===== src/rtl/sprite_motion_ctrl.sv =====
// Per-frame sprite position/pop sequencer: moves the sprite diagonally, bounces it
// off the screen edges and holds the image-select bit for a number of frames.
module sprite_motion_ctrl #(
  parameter int SCREEN_W   = 1280,
  parameter int SCREEN_H   = 720,
  parameter int SPRITE_W   = 256,
  parameter int SPRITE_H   = 256,
  parameter int SPEED      = 2,
  parameter int POP_FRAMES = 30
) (
  input  logic        pixel_clk_in,
  input  logic        rst_n_in,
  input  logic [10:0] hcount_in,
  input  logic [9:0]  vcount_in,
  input  logic        enable_in,
  input  logic        pop_req_in,
  output logic [10:0] x_out,
  output logic [9:0]  y_out,
  output logic        pop_out,
  output logic        bounce_out,
  output logic [2:0]  state_dbg_out
);

  localparam logic [2:0] IDLE   = 3'd0;
  localparam logic [2:0] WAIT   = 3'd1;
  localparam logic [2:0] MOVE_X = 3'd2;
  localparam logic [2:0] MOVE_Y = 3'd3;
  localparam logic [2:0] COMMIT = 3'd4;

  localparam int          CW       = (POP_FRAMES < 2) ? 1 : $clog2(POP_FRAMES + 1);
  localparam logic [11:0] XMAX     = 12'(SCREEN_W - SPRITE_W);
  localparam logic [11:0] XSTEP    = 12'(SPEED);
  localparam logic [10:0] YMAX     = 11'(SCREEN_H - SPRITE_H);
  localparam logic [10:0] YSTEP    = 11'(SPEED);
  localparam logic [CW-1:0] POP_LOAD = CW'(POP_FRAMES);

  logic [2:0]    state_q, state_d;
  logic          trig_q, trig_d;
  logic [10:0]   x_q, x_d, nx_q, nx_d;
  logic [9:0]    y_q, y_d, ny_q, ny_d;
  logic          dir_x_q, dir_x_d, dir_y_q, dir_y_d;
  logic          flip_x_q, flip_x_d, flip_y_q, flip_y_d;
  logic          pop_q, pop_d, bounce_q, bounce_d;
  logic          pop_pend_q, pop_pend_d;
  logic [CW-1:0] pop_cnt_q, pop_cnt_d;
  logic [11:0]   x_sum;
  logic [10:0]   y_sum;

  // Outputs only move on the COMMIT edge; bounce_out is a single-cycle pulse on
  // that same edge and x/y/pop hold their value at every other edge.
  always_comb begin
    state_d    = state_q;
    trig_d     = (hcount_in == 11'd0) && (vcount_in == 10'(SCREEN_H));
    x_d        = x_q;
    y_d        = y_q;
    nx_d       = nx_q;
    ny_d       = ny_q;
    dir_x_d    = dir_x_q;
    dir_y_d    = dir_y_q;
    flip_x_d   = flip_x_q;
    flip_y_d   = flip_y_q;
    pop_d      = pop_q;
    bounce_d   = 1'b0;
    pop_pend_d = pop_pend_q | pop_req_in;
    pop_cnt_d  = pop_cnt_q;
    x_sum      = {1'b0, x_q} + XSTEP;
    y_sum      = {1'b0, y_q} + YSTEP;

    case (state_q)
      IDLE: begin
        if (enable_in) state_d = WAIT;
      end
      WAIT: begin
        if (!enable_in)  state_d = IDLE;
        else if (trig_q) state_d = MOVE_X;
      end
      MOVE_X: begin
        state_d  = MOVE_Y;
        flip_x_d = 1'b0;
        if (!dir_x_q) begin
          if (x_sum > XMAX) begin
            nx_d     = XMAX[10:0];
            flip_x_d = 1'b1;
          end else begin
            nx_d = x_sum[10:0];
          end
        end else if ({1'b0, x_q} < XSTEP) begin
          nx_d     = 11'd0;
          flip_x_d = 1'b1;
        end else begin
          nx_d = x_q - XSTEP[10:0];
        end
      end
      MOVE_Y: begin
        state_d  = COMMIT;
        flip_y_d = 1'b0;
        if (!dir_y_q) begin
          if (y_sum > YMAX) begin
            ny_d     = YMAX[9:0];
            flip_y_d = 1'b1;
          end else begin
            ny_d = y_sum[9:0];
          end
        end else if ({1'b0, y_q} < YSTEP) begin
          ny_d     = 10'd0;
          flip_y_d = 1'b1;
        end else begin
          ny_d = y_q - YSTEP[9:0];
        end
      end
      COMMIT: begin
        state_d  = WAIT;
        x_d      = nx_q;
        y_d      = ny_q;
        dir_x_d  = dir_x_q ^ flip_x_q;
        dir_y_d  = dir_y_q ^ flip_y_q;
        bounce_d = flip_x_q | flip_y_q;
        // A request landing on this very edge is kept for the next frame.
        pop_pend_d = pop_req_in;
        if (pop_pend_q) begin
          pop_cnt_d = POP_LOAD;
          pop_d     = 1'b1;
        end else if (pop_cnt_q != '0) begin
          pop_cnt_d = pop_cnt_q - CW'(1);
          pop_d     = (pop_cnt_q != CW'(1));
        end
      end
      default: state_d = IDLE;
    endcase
  end

  always_ff @(posedge pixel_clk_in or negedge rst_n_in) begin
    if (!rst_n_in) begin
      state_q    <= IDLE;
      trig_q     <= 1'b0;
      x_q        <= '0;
      y_q        <= '0;
      nx_q       <= '0;
      ny_q       <= '0;
      dir_x_q    <= 1'b0;
      dir_y_q    <= 1'b0;
      flip_x_q   <= 1'b0;
      flip_y_q   <= 1'b0;
      pop_q      <= 1'b0;
      bounce_q   <= 1'b0;
      pop_pend_q <= 1'b0;
      pop_cnt_q  <= '0;
    end else begin
      state_q    <= state_d;
      trig_q     <= trig_d;
      x_q        <= x_d;
      y_q        <= y_d;
      nx_q       <= nx_d;
      ny_q       <= ny_d;
      dir_x_q    <= dir_x_d;
      dir_y_q    <= dir_y_d;
      flip_x_q   <= flip_x_d;
      flip_y_q   <= flip_y_d;
      pop_q      <= pop_d;
      bounce_q   <= bounce_d;
      pop_pend_q <= pop_pend_d;
      pop_cnt_q  <= pop_cnt_d;
    end
  end

  assign x_out         = x_q;
  assign y_out         = y_q;
  assign pop_out       = pop_q;
  assign bounce_out    = bounce_q;
  assign state_dbg_out = state_q;

endmodule

===== config.mk =====
export PLATFORM = sky130hd
export DESIGN_NAME = sprite_motion_ctrl
export DESIGN_NICKNAME = d
export VERILOG_FILES = /design/src/rtl/sprite_motion_ctrl.sv
export SDC_FILE = /design/constraint.sdc
export NUM_CORES = 1
export LEC_CHECK = 0
export CAP_MARGIN = 20
export CORE_MARGIN = 5
export CORE_UTILIZATION = 47
export CTS_BUF_LIST = sky130_fd_sc_hd__clkbuf_4 sky130_fd_sc_hd__clkbuf_8
export DETAILED_ROUTE_END_ITERATION = 7
export GPL_TIMING_DRIVEN = 0
export PLACE_DENSITY = 0.76
export RECOVER_POWER = 25
export SLEW_MARGIN = 40
export SYNTH_ARGS = -nofsm -noshare
export SYNTH_HDL_FRONTEND = slang
export SYNTH_SLANG_ARGS = --single-unit

===== constraint.sdc =====
create_clock -name pixel_clk_in -period 2.1 [get_ports pixel_clk_in]
set_input_delay 0.42 -clock pixel_clk_in [delete_from_list [all_inputs] [get_ports pixel_clk_in]]
set_output_delay 0.42 -clock pixel_clk_in [all_outputs]
set_load 0.05 [all_outputs]

==> results.yml, run 1 <==
status:
  status: "finished, violations left"
  violations: "negative setup slack"
sta:
  rsz0062_at_grt: "yes"
  timing.final.ws_setup_ps: -68.1
  setup_tns_ps: -258
  finalCritPeriodShare_pct: 103
  finClkSkew_ps: 10.0
  setup_viol: 9
  max_freq_ghz: 0.461
  hold_ws_ps: 467
  relSlewSlack_pct: 25.5
  drv_slew: 0
  hold_viol: 0
  worst_pin_slew_ps: 1120
  period_needed_ps: 2170
synth:
  ys_warn_count: 0
  synth_area_per_cell_um2: 8.47
  synth_edf_count: 0
  syn_nets: 449
  syn_area_um2: 3530
  synth_cell_types: 64
  synth_area_leaders: "dfrtp_1 41%, nand2_1 8.2%, o21ai_0 4.1%"
  netlist_instances: 417
  async_flop_share_pct: 100
  synthFlopType: "dfrtp_1"
  ys_ff_latch: 58
  yosysSeqAreaShare_pct: 41.1
  yosysTopAreaCell: "dfrtp_1"
  synth_top_area_share_pct: 41.1
route:
  drt_first_pass_iters: 6
  route.detailed.drc: 0
  drtIter0Drc: 248
  vias: 3536
  ant_nets: 0
  viasPerCell: 5.77
  wire_per_inst_um: 16.9
  wl_mm: 10.4
setup_path:
  r2r-start: "y_out[1]$_DFFE_PN0P_"
  worstPathMaxFanout: 8
  crit_path_end_kind: "register"
  startpoint_type: "register"
  reg2reg_to: "ny_q[6]$_DFFE_PN0P_"
  rr_worst_depth: 8
  arrival_ps: 2400
  reg2reg_setup_slack_ps: -70
  required_ps: 2330
  criticalPathCategory: "reg2reg"
floorplanning:
  dieArea_um2: 9350
  chipWidth_um: 96.7
  die_y_um: 96.7
  pin_count: 51
  rows: 31
  core_um2: 7290
  start_util_pct: 48.4
finish:
  nets: 541
  post-route-util_pct: 67.1
  layout-drive-gt1-share_pct: 24.7
  fin_cells: 613
  diodes: 0
  areaGrowthSynthToFinish_pct: 38.6
  stdcell_area_um2: 4890
global_routing:
  grt_pass1_vias: 3415
  grt_use_total_pct: 21.0
  grt-ovfl-total: 0
  grt_pass1_wl_mm: 16.4
  antenna_found_initial: 0
  grt_max_degree: 40
clock_tree:
  clockBufferDepth: 2
  cts_sinks: 58
  clk_latency_ps: 350
  cts-root-buf: "clkbuf_8"
  htreeDepth: 3
  cts_tree: "built"
  clk_pin_slew_ps: 60
  numCtsBuffers: 9
placed_design:
  placed_area_um2: 4260
  io_buffers: 50
  gp_congestion: 0.920
  post-place-cells: 567
  post-place-ws_ps: -235
  hpwlAfterDp_mm: 6.52
flow_run:
  maxCapViolCount: 0
power_and_ir_drop:
  power_density_nw_per_um2: 477
  ir_worst_vdd_mv: 0.241
  leakagePower_nw: 2.15
  finalPower_mw: 2.33
hold_path:
  worst_hold_path.num_cells: 2
  min_from: "nx_q[0]$_DFFE_PN0P_"
  worstHoldPathType: "reg2reg"
  hold_end: "x_out[0]$_DFFE_PN0P_"
[metal layers]
layer	GRT usage, %	routed length, um
met1	27.0	4340
met2	33.6	5200
met3	4.32	540
met4	10.4	286
met5	0	0
[cells by family (layout without fill, tap and decap cells)]
| group | Yosys count | in the layout | share of synthesized area [%] |
|---|---|---|---|
| mux | 1 | 1 | 0.283 |
| xor+xnor | 25 | 25 | 6.20 |
| flops | 58 | 58 | 41.1 |
| simple gates | 185 | 185 | 25.8 |
| fa+ha+maj | 7 | 7 | 2.48 |
| buf+inv | 44 | 141 | 5.67 |
| compound gates | 97 | 97 | 18.5 |
[worst max-delay path, cell delays in order, from the launching register on]
cell	delay, ps
dfrtp_2	410
buf_6	140
or3_4	410
o41ai_4	370
buf_4	210
nor2_1	50
nor3_1	140
a31oi_1	70
o31a_1	250
[worst max-delay path by stage]
stage                                     from                    to  slack (ps)
after floorplan           x_out[1]$_DFFE_PN0P_   nx_q[0]$_DFFE_PN0P_        -170
after global placement                rst_n_in  y_out[2]$_DFFE_PN0P_       -1440
after detailed placement  y_out[1]$_DFFE_PN0P_   ny_q[4]$_DFFE_PN0P_        -240
after CTS                 y_out[7]$_DFFE_PN0P_   ny_q[4]$_DFFE_PN0P_         -50
after global routing      y_out[1]$_DFFE_PN0P_   ny_q[6]$_DFFE_PN0P_        -160
final                     y_out[1]$_DFFE_PN0P_   ny_q[6]$_DFFE_PN0P_         -70
[cell usage after synthesis, types with 3 or more instances]
master and instances:
nand3_1 14, or2_2 3, a211oi_1 5, clkbuf_1 15, a22oi_1 3, nand4_1 4
ha_1 7, nor4_1 11, nor2_1 28, nand2_1 77, nor3_1 11, a211o_1 3
o31a_1 5, o211ai_1 5, o21a_1 3, inv_1 12, a21oi_1 17, a21o_1 4
xnor2_1 13, nand2b_1 6, o21ai_0 29, buf_2 10, dfrtp_1 58, a31oi_1 6
buf_4 4, xor2_1 12, and3_1 8
[repair_timing]
action | 4_1_cts | 5_1_grt
gates resized for setup | 10 | 48
setup endpoints to repair | 22 | 26
endpoints found under the hold margin | 19 | 0
pin swaps | 9 | 16
hold buffers | 1 | 0
buffers inserted | 12 | 19
[power by group]
part / switching [mW] / internal, mW
clock: 0.456 / 0.651
sequential: 0.00527 / 1.12
combinational: 0.0462 / 0.0518
total: 0.507 / 1.83
[cell type report]
cell class                      instances  area (um2)
Clock buffer                           14         174
Tap cell                               99         124
Inverter                               13        51.3
Buffer                                 29         174
Clock inverter                          2        35.0
Timing Repair Buffer                   83         777
Fill cell                             571        2400
Multi-Input combinational cell        315        2090
Sequential cell                        58        1470
[sequential cells by signal (all words and copies together), names as in the netlist]
signal         count
ny_q              10
dir_y_q            1
dir_x_q            1
flip_x_q           1
y_out             10
state_dbg_out      3
flip_y_q           1
x_out             11
pop_out            1
nx_q              11
pop_pend_q         1
bounce_out         1
pop_cnt_q          5
trig_q             1
[cells in the final DEF (no fill, tap or decap), types with 4 or more instances in the layout]
| cell type | count |
|---|---|
| xor2_1 | 11 |
| xnor2_1 | 13 |
| a31oi_1 | 5 |
| and3_1 | 6 |
| nand4_1 | 4 |
| nor4_1 | 10 |
| a21oi_1 | 15 |
| buf_4 | 30 |
| nand2b_1 | 6 |
| o31a_1 | 5 |
| buf_6 | 8 |
| inv_1 | 11 |
| clkbuf_1 | 11 |
| o21ai_0 | 19 |
| nand3_1 | 13 |
| dfrtp_2 | 14 |
| clkdlybuf4s50_1 | 46 |
| nand2_1 | 76 |
| nor3_1 | 9 |
| clkbuf_8 | 11 |
| buf_2 | 8 |
| ha_1 | 5 |
| o21ai_1 | 8 |
| dfrtp_1 | 44 |
| nor2_1 | 25 |
| o211ai_1 | 5 |
| a21o_1 | 4 |
Note: power is estimated with default switching activity, not from simulation.
==> run 2, diff against run 1 <==
CORE_MARGIN = 3   (was 5)
CORE_UTILIZATION = 45   (was 47)
PLACE_DENSITY = 0.74   (was 0.76)
REMOVE_ABC_BUFFERS = 1   (was not set)
==> run 2 against run 1 <==
  * The flow still finishes with violations (negative setup slack)
  * Critical endpoint is now ny_q[4]$_DFFE_PN0P_
  * Critical path type unchanged
  * Setup slack worse by 3.4 ps
  * Clock power up 7%
  * Total power up 3.5%
  * Sequential power about the same
  * Count of clock-buffer cells in the layout down 2
  * Worst hold slack worse by 2.8 ps
  * Final area down 4.6%
  * Utilization down 4.4 points
  * Combinational power down 2%
  * Non-clock buffer count down 29
==> results.yml, run 2 (same netlist as run 1, synthesis figures left out) <==
setup_path:
  arrival_ps: 2390
  criticalPathCategory: "reg2reg"
  reg2reg_setup_slack_ps: -70
  crit_path_end_kind: "register"
  startpoint_type: "register"
  worstPathMaxFanout: 5
  required_ps: 2320
route:
  route.detailed.drc: 0
  drtIter0Drc: 235
  ant_nets: 0
  drt_first_pass_iters: 5
  wl_mm: 9.03
  viasPerCell: 5.70
  wire_per_inst_um: 15.5
  vias: 3316
placed_design:
  gp_congestion: 0.941
  io_buffers: 50
  hpwlAfterDp_mm: 5.47
  post-place-ws_ps: -457
power_and_ir_drop:
  power_density_nw_per_um2: 517
  leakagePower_nw: 2.10
  ir_worst_vdd_mv: 0.416
finish:
  areaGrowthSynthToFinish_pct: 32.2
  diodes: 0
  mostFrequentLayoutCells: "76 x nand2_1, 44 x dfrtp_1, 31 x clkdlybuf4s50_1"
  layout-drive-gt1-share_pct: 20.3
  final_common_cell: "nand2_1"
  nets: 512
sta:
  period_needed_ps: 2170
  drv_slew: 0
  rsz0062_at_grt: "yes"
  worst_pin_slew_ps: 788
  setup_tns_ps: -108
  hold_viol: 0
  timing.final.ws_setup_ps: -71.4
  setup_viol: 2
  hold_ws_ps: 464
  max_freq_ghz: 0.461
  finalCritPeriodShare_pct: 103
  finClkSkew_ps: 13.5
  relSlewSlack_pct: 47.5
clock_tree:
  cts_sinks: 58
  cts-root-buf: "clkbuf_8"
  clk_latency_ps: 340
  clockBufferDepth: 2
  cts_tree: "built"
  htreeDepth: 3
  clk_pin_slew_ps: 70
  numCtsBuffers: 9
global_routing:
  grt_pass1_vias: 3189
  grt_use_total_pct: 21.4
  antenna_found_initial: 0
  grt-ovfl-total: 0
  grt_pass1_wl_mm: 15.3
  grt_max_degree: 45
floorplanning:
  die_y_um: 94.6
  rows: 31
  dieArea_um2: 8950
  core_um2: 7450
  start_util_pct: 47.4
  chipWidth_um: 94.6
  pin_count: 51
status:
  violations: "negative setup slack"
  status: "finished, violations left"
flow_run:
  maxCapViolCount: 0
hold_path:
  worstHoldPathType: "reg2reg"
## run 2: cell count changes in the layout (fill, tap and decap cells not counted), moves of 3 or more
cell / delta
clkdlybuf4s50_1: -15
buf_6: -7
clkbuf_1: -10
dlygate4sd2_1: +13
nor2_1: +3
o21ai_0: +6
buf_2: -8
o21ai_1: -4
## run 2: timing repair
item	4_1_cts	5_1_grt
endpoints found under the setup margin	45	31
hold buffers	1	0
hold endpoints to repair	14	0
buffers inserted	22	8
gates resized for setup	38	28
pin swaps	8	7
## run 2: final timing paths
| check | to | from | depth (start not counted) |
|---|---|---|---|
| max | ny_q[4]$_DFFE_PN0P_ | y_out[6]$_DFFE_PN0P_ | 7 |
| min | y_out[9]$_DFFE_PN0P_ | ny_q[9]$_DFFE_PN0P_ | 2 |
| max reg2reg | ny_q[4]$_DFFE_PN0P_ | y_out[6]$_DFFE_PN0P_ | 7 |
| min reg2reg | y_out[9]$_DFFE_PN0P_ | ny_q[9]$_DFFE_PN0P_ | 2 |
| max in group asynchronous | y_out[3]$_DFFE_PN0P_ | rst_n_in | 3 |
| min in group asynchronous | nx_q[2]$_DFFE_PN0P_ | rst_n_in | 2 |
## run 2: routing by layer
layer,wire [um],GRT usage (%),vias up
met2,4550,34.8,110
li1,-,-,1590
met5,0,0,-
met1,3870,28.1,1601
met3,484,5.82,15
met4,126,6.49,0
## run 2: per-stage QoR
stage / total power, mW / instance area (um2) / std cells / util (%)
2_1_floorplan: 1.17 / 3380 / 386 / -
3_3_place_gp: 1.24 / 4000 / 535 / 53.8
6_report: 2.41 / 4670 / 582 / 62.7
3_5_place_dp: 1.25 / 4050 / 537 / 54.4
4_1_cts: 2.44 / 4530 / 574 / 60.8
5_1_grt: 2.50 / 4670 / 582 / 62.7
## run 2: power by group
part / internal, mW / switching (mW) / total (mW)
sequential: 1.12 / 0.00530 / 1.13
clock: 0.753 / 0.437 / 1.19
combinational: 0.0512 / 0.0453 / 0.0965
total: 1.93 / 0.488 / 2.41
## run 2: worst max-delay path, stage by stage, from the launching register on
cell	delay, ps
dfrtp_2	440
or4_4	560
o41ai_4	340
buf_4	210
nor3_2	40
nor2_1	100
o221ai_1	120
o31a_1	250
## run 2: area by class of cell
| type | instances | area (um2) |
|---|---|---|
| flip-flops and latches | 58 | 1470 |
| inverters | 13 | 48.8 |
| multi-input cells | 315 | 2030 |
| repair buffers | 83 | 774 |
| clock inverters | 2 | 60.1 |
| clock buffers | 12 | 165 |
| fillers | 632 | 2780 |
| well taps | 99 | 124 |
